<file path="src/rtl/fc_layer_controller.sv">
// Sequences one image through the FC datapath (FILL, COLLECT, FLUSH) and keeps a running argmax of the class scores. FC_SCORE_TAP_EN adds a score echo port.
// Latency: decision_valid follows the final score capture by 1 cycle. The image period is INPUT_WIDTH beats + 2*OUTPUT_NUM-1 + 1 cycles.
// Backpressure: ready_out is high only in FILL; beats offered in COLLECT/FLUSH are ignored.
module fc_layer_controller #(
    parameter int INPUT_WIDTH = 16,
    parameter int OUTPUT_NUM  = 10,
    parameter int DATA_BITS   = 12
) (
    input  logic                        clk,
    input  logic                        rst_n,
    input  logic                        valid_in,
    output logic                        ready_out,
    output logic                        fc_valid_in,
    output logic                        fc_rst_n,
    input  logic signed [DATA_BITS-1:0] fc_data_out,
    input  logic                        fc_valid_out,
    output logic [3:0]                  decision,
    output logic signed [DATA_BITS-1:0] max_score,
    output logic                        decision_valid
`ifdef FC_SCORE_TAP_EN
    ,
    output logic signed [DATA_BITS-1:0] score_tap,
    output logic [3:0]                  score_tap_idx,
    output logic                        score_tap_valid
`endif
);

    localparam int BW = (INPUT_WIDTH > 1) ? $clog2(INPUT_WIDTH) : 1;

    localparam logic [1:0] S_FILL    = 2'd0;
    localparam logic [1:0] S_COLLECT = 2'd1;
    localparam logic [1:0] S_FLUSH   = 2'd2;

    localparam logic [BW-1:0] LAST_BEAT  = BW'(INPUT_WIDTH - 1);
    localparam logic [3:0]    LAST_CLASS = 4'(OUTPUT_NUM - 1);

    logic [1:0]                  state_q;
    logic [1:0]                  state_d;
    logic [BW-1:0]               beat_cnt;
    logic [3:0]                  score_idx;
    logic                        ready_q;
    logic                        drive_q;
    logic                        fc_rst_q;
    logic                        decision_valid_q;
    logic signed [DATA_BITS-1:0] max_q;
    logic [3:0]                  max_idx_q;

    logic                        beat;
    logic                        capture;
    logic                        last_capture;
    logic                        take_new;
    logic signed [DATA_BITS-1:0] best_score;
    logic [3:0]                  best_idx;

    assign beat         = (state_q == S_FILL) && ready_q && valid_in;
    assign capture      = (state_q == S_COLLECT) && fc_valid_out;
    assign last_capture = capture && (score_idx == LAST_CLASS);

    // Strict greater-than keeps the lowest index on ties; class 0 always seeds.
    assign take_new   = (score_idx == 4'd0) || (fc_data_out > max_q);
    assign best_score = take_new ? fc_data_out : max_q;
    assign best_idx   = take_new ? score_idx : max_idx_q;

    assign ready_out      = ready_q;
    assign fc_valid_in    = beat || drive_q;
    assign fc_rst_n       = fc_rst_q;
    assign decision_valid = decision_valid_q;

    always_comb begin
        state_d = state_q;
        case (state_q)
            S_FILL:    if (beat && (beat_cnt == LAST_BEAT)) state_d = S_COLLECT;
            S_COLLECT: if (last_capture) state_d = S_FLUSH;
            S_FLUSH:   state_d = S_FILL;
            default:   state_d = S_FILL;
        endcase
    end

    always_ff @(posedge clk or negedge rst_n) begin
        if (!rst_n) begin
            state_q          <= S_FILL;
            beat_cnt         <= '0;
            score_idx        <= 4'd0;
            ready_q          <= 1'b0;
            drive_q          <= 1'b0;
            fc_rst_q         <= 1'b0;
            decision_valid_q <= 1'b0;
            max_q            <= '0;
            max_idx_q        <= 4'd0;
            decision         <= 4'd0;
            max_score        <= '0;
        end else begin
            state_q          <= state_d;
            ready_q          <= (state_d == S_FILL);
            fc_rst_q         <= (state_d != S_FLUSH);
            // The final class gets no drive pulse so the FC output index never wraps.
            drive_q          <= capture && !last_capture;
            decision_valid_q <= last_capture;

            if (beat) begin
                beat_cnt <= (beat_cnt == LAST_BEAT) ? '0 : beat_cnt + 1'b1;
            end

            if (capture) begin
                score_idx <= score_idx + 4'd1;
                max_q     <= best_score;
                max_idx_q <= best_idx;
            end else if (state_q == S_FLUSH) begin
                score_idx <= 4'd0;
            end

            if (last_capture) begin
                decision  <= best_idx;
                max_score <= best_score;
            end
        end
    end

`ifdef FC_SCORE_TAP_EN
    always_ff @(posedge clk or negedge rst_n) begin
        if (!rst_n) begin
            score_tap       <= '0;
            score_tap_idx   <= 4'd0;
            score_tap_valid <= 1'b0;
        end else begin
            score_tap_valid <= capture;
            if (capture) begin
                score_tap     <= fc_data_out;
                score_tap_idx <= score_idx;
            end
        end
    end
`endif

endmodule

</file>
<file path="config.mk">
export PLATFORM = sky130hd
export DESIGN_NAME = fc_layer_controller
export DESIGN_NICKNAME = d
export VERILOG_FILES = /design/src/rtl/fc_layer_controller.sv
export SDC_FILE = /design/constraint.sdc
export NUM_CORES = 1
export LEC_CHECK = 0
export ABC_AREA = 0
export BUFFER_PORTS_ARGS = -buffer_cell sky130_fd_sc_hd__buf_2
export CORE_UTILIZATION = 35
export CTS_CLUSTER_DIAMETER = 60
export DETAILED_ROUTE_END_ITERATION = 7
export HOLD_SLACK_MARGIN = 0.03
export PLACE_DENSITY = 0.59
export SYNTH_ARGS = -nofsm -noshare
export SYNTH_HDL_FRONTEND = slang
export SYNTH_SLANG_ARGS = --single-unit
</file>
<file path="constraint.sdc">
create_clock -name clk -period 3.8 [get_ports clk]
set_clock_uncertainty 0.15 [all_clocks]
set_input_delay 0 -clock clk [delete_from_list [all_inputs] [get_ports clk]]
set_output_delay 0 -clock clk [all_outputs]
set_load 0.005 [all_outputs]
</file>
# After elaboration in Yosys (flattened, before gate mapping)
# Cells that the tools add are included.
dict set report classes {
  n_div 0
  n_addsub 2
  eq_ne 5
  muxes 8
  order_cmp 1
  n_reduce_logical 13
  n_bitwise 0
  multipliers 0
  shift 0
}
# cell count
set op_table {}
lappend op_table {{$mux 4} 4}
lappend op_table {{$gt 12x12->1} 1}
lappend op_table {{$mux 12} 1}
lappend op_table {{$add 4x1->4 const B} 2}
lappend op_table {{$eq 4x4->1 const B} 2}
lappend op_table {{$logic_and 1x1->1} 6}
lappend op_table {{$logic_not 2->1} 2}
lappend op_table {{$logic_not 4->1} 1}
lappend op_table {{$mux 2} 2}
lappend op_table {{$pmux 2 s2} 1}
lappend op_table {{$eq 2x1->1 const B} 1}
lappend op_table {{$eq 2x2->1 const B} 1}
lappend op_table {{$logic_or 1x1->1} 2}
lappend op_table {{$ne 2x2->1 const B} 1}
lappend op_table {{$reduce_bool 2->1} 1}
lappend op_table {{$logic_not 1->1} 1}
dict set report word_totals {
  ff_bits 46
  in_bits 16
  out_inout_bits 20
  elab_cells 40
  mem_count 0
  ramBits 0
  rom_bits 0
  latchBits 0
}

# Depth between registers and ports, before layout
dict set report depth {
  depth_word 7
  mapped_depth 10
  ltp_nobuf 8
}

# Worst setup path before layout
# Ideal clock, no wire load.
dict set report synth_path {
  path_kind {register to register}
  start {register max_q[11]}
  end {register max_idx_q[0]}
  required_ns 3.525
  synth_period_minus_slack_ns 2.575
  n_path_buf 2
  setup_time_ns 0.125
  arrival_ns 2.300
  slack_ns 1.225
  stages_incl_launch_ff 11
  cell_sequence {dfrtp_1 inv_1 ha_1 nand4_1 or2_1 a221o_1 o211a_1 buf_6 o21ai_4 buf_12 mux2_4}
}
dict set report synth_between {
  elab_chain_cells 3
}
# item line_no
set synth_rtl {}
lappend synth_rtl {{start: declaration} 45} ;# logic signed [DATA_BITS-1:0] max_q;
lappend synth_rtl {{start signal: assignment} 106} ;# max_q <= best_score;
lappend synth_rtl {{$gt 12x12->1} 60} ;# assign take_new = (score_idx == 4'd0) || (fc_data_out > max_q);
lappend synth_rtl {{$logic_or 1x1->1} 60}
lappend synth_rtl {{$mux 4} 62} ;# assign best_idx = take_new ? score_idx : max_idx_q;
lappend synth_rtl {{end signal: assignment} 107} ;# max_idx_q <= best_idx;
lappend synth_rtl {{end: declaration} 46} ;# logic [3:0] max_idx_q;
# No other way between the ends.
# A chain may end at the register's enable or synchronous reset.

# Worst setup path after layout
dict set report layout_path {
  start {register max_q[11]}
  end {register max_q[8]}
}
dict set report layout_between {
  elab_chain_cells 3
}
# item line_no
set layout_rtl {}
lappend layout_rtl {{$gt 12x12->1} 60}
lappend layout_rtl {{$logic_or 1x1->1} 60}
lappend layout_rtl {{$mux 12} 61} ;# assign best_score = take_new ? fc_data_out : max_q;
# No other way between the ends.

==> results.ini <==
[global_routing]
grt_start_max_net_pins = 47
grt_pass1_vias = 1767
grtUsageTotal = 0.1496
grt_pass1_wl_microns = 8556
antenna_found_initial = 0
overflow = 0

[timing]
fmax_mhz = 350.7
timing.final.crit_period_ns = 2.852
fin_ws_ns = 0.9482
setup_viol = 0
tightest_slew_ns = 1.032
finalHoldViolCount = 0
grt_setup_unrepaired = no
period_share = 0.7505
relSlewSlack = 0.3122
slew_viol_final = 0
fin_tns_setup_ns = 0

[final_layout]
multi_input_area_sq_mm = 0.001137
finalNonFillerCells = 350
antenna_cells = 0
syn_to_final_growth_pct = 19.57
fin_nets = 301
fillers = 668
fin_util = 0.4300
drive_gt1_frac = 0.2370
seq_area_sq_mm = 0.001151

[floorplanning]
fp.coreArea_sq_mm = 0.006756
die-area_sq_mm = 0.007280
ios = 36
die_w_microns = 85.32
start_util = 0.3596
rows = 30
die_h_microns = 85.32

[logic_synthesis]
syn_inst = 220
synth_edf_count = 0
yosys_register_bits = 46
ys.flop_type = dfrtp_1
synthArstFlopShare = 1.000
avgSynthCellArea_sq_um = 11.04
ys_seq_area_frac = 0.4737
yosys.area.top_type = dfrtp_1
synthTopCellsByArea = dfrtp_1, ha_1, mux2_4
syn_area_sq_mm = 0.002430
yosys.cell_types.count = 38
syn-num-nets = 252
synth_top_cell_area_share = 0.4737
yosys_warnings = 0

[cts]
post_cts_resize_count = 0
clock-sinks = 46
cts.clk_slew.worst_paths_ns = 0.09
htree_levels = 2
cts_buffer_depth = 2
clock_latency_ns = 0.30
tritoncts = done
cts_buffers = 5
cts-root-buf = clkbuf_8

[routing]
wl_per_cell_microns = 14.10
route.detailed.drc = 0
ant_nets = 0
viasPerCell = 5.114
dr.pass1.iters = 4
initialDrtViolationCount = 42
vias = 1790
wirelength_microns = 4936

[worst_setup_path]
required_ns = 3.84
endpoint_kind = flop
r2r_slack_ns = 0.95
slowest_delay_ns = 0.54
slowest_stage = o21ai_4
crit_type = reg2reg
cp_cell_sequence = inv_1, ha_1, nand4_1, or2_1, a221o_1, o211a_1, o21ai_4, mux2_2
start_kind = flop
worstPathArrival_ns = 2.89
cp_max_fo = 16

[run]
cap_violations = 0

[pwr]
leakage_nw = 1.388
peakVddDrop_v = 0.0003119
power.density_mw_per_mm2 = 724.5
p_total_mw = 2.105

[placement]
dpl.hpwl_microns = 3367
dp_slack_ns = 0.9650
dpl.cell_count = 327
io_buffer_count = 35
gp_congestion = 0.7580

[run_status]
status = finished clean

[hold_path]
hold_class = in2async

-- routing by layer --
layer,vias to the layer above,GRT usage,part of all wire
met3,4,0.02918,0.021
met4,0,0.03333,0.0065
met2,23,0.2471,0.48
li1,900,-,-
met5,-,0,0
met1,863,0.2044,0.49
-- sequential cells by signal, summed over array words and instances, names as in the netlist, 2 cells and up --
| register | count |
|---|---|
| state_q | 2 |
| max_idx_q | 4 |
| max_score | 12 |
| decision | 4 |
| beat_cnt | 4 |
| score_idx | 4 |
| max_q | 12 |
-- final timing paths --
check | start | end | depth (start not counted)
min reg2reg | beat_cnt[3] | beat_cnt[3] | 1
max reg2reg | max_q[11] | max_q[8] | 8
max | max_q[11] | max_q[8] | 8
min in group clk | beat_cnt[3] | beat_cnt[3] | 1
min | rst_n | max_score[2] | 2
max in group asynchronous | rst_n | max_q[8] | 2
-- stage by stage --
step	instance area, sq um	hold slack, ns
finish	2905	0.2479
global route	2905	0.3545
floorplan	2430	-0.4456
global placement	2661	0.08965
detailed placement	2661	0.1029
CTS	2905	0.3106
-- area by class of cell --
class / count / share of cell area
Tap cell: 80 / 0.03445
Inverter: 20 / 0.02584
Clock buffer: 5 / 0.02369
Multi-Input combinational cell: 143 / 0.3915
Timing Repair Buffer: 53 / 0.1197
Sequential cell: 46 / 0.3962
Clock inverter: 3 / 0.008613
-- worst max-delay path: cells and delay by family, from the launching register on --
family                   cells  cell delay, ns
buffers and inverters        1            0.05
adder cells (fa/ha/maj)      1            0.30
AND/OR/NAND/NOR              2            0.38
AO/OA/AOI/OAI                3            1.06
flip-flops                   1            0.38
multiplexers                 1            0.41
-- kinds of logic after synthesis --
family / after synthesis / share of synthesized area
compound gates: 72 / 0.2116
flops: 46 / 0.4737
simple gates: 36 / 0.07570
buf+inv: 31 / 0.05819
mux: 18 / 0.09475
fa+ha+maj: 16 / 0.08239
xor+xnor: 1 / 0.003605
-- synth_stat cells, drive strengths merged (5+ instances only) --
cell type / instances
inv: 20
o21ai: 13
mux2: 16
a21boi: 10
ha: 16
dfrtp: 46
o22a: 13
o31ai: 10
nand2: 12
clkbuf: 8
nor2: 5
nand4: 6
a21oi: 12
-- timing repair --
action / CTS / global route
hold endpoints to repair: 75 / 0
hold buffers: 15 / 0
buffers inserted: 0 / 0
endpoints found under the setup margin: 0 / 0
-- cells in the final DEF, fill, tap and decap left out, types with 5 or more instances in the layout --
| cell type | Yosys | layout |
|---|---|---|
| nand2_1 | 12 | 12 |
| nand4_1 | 6 | 6 |
| dfrtp_1 | 46 | 46 |
| o31ai_1 | 10 | 10 |
| a21oi_1 | 12 | 12 |
| dlygate4sd3_1 | 0 | 15 |
| ha_1 | 16 | 16 |
| a21boi_0 | 10 | 10 |
| nor2_1 | 5 | 5 |
| buf_2 | 1 | 35 |
| o22a_1 | 13 | 13 |
| mux2_2 | 8 | 8 |
| o21ai_0 | 12 | 12 |
| mux2_4 | 8 | 8 |
| inv_1 | 20 | 20 |
| clkbuf_8 | 0 | 5 |
-- power by group --
part           internal [mW]  switching (mW)
combinational          0.461           0.476
clock                  0.133           0.179
sequential             0.709           0.147
total                   1.30           0.802
Note: power is estimated with default switching activity, not from simulation.
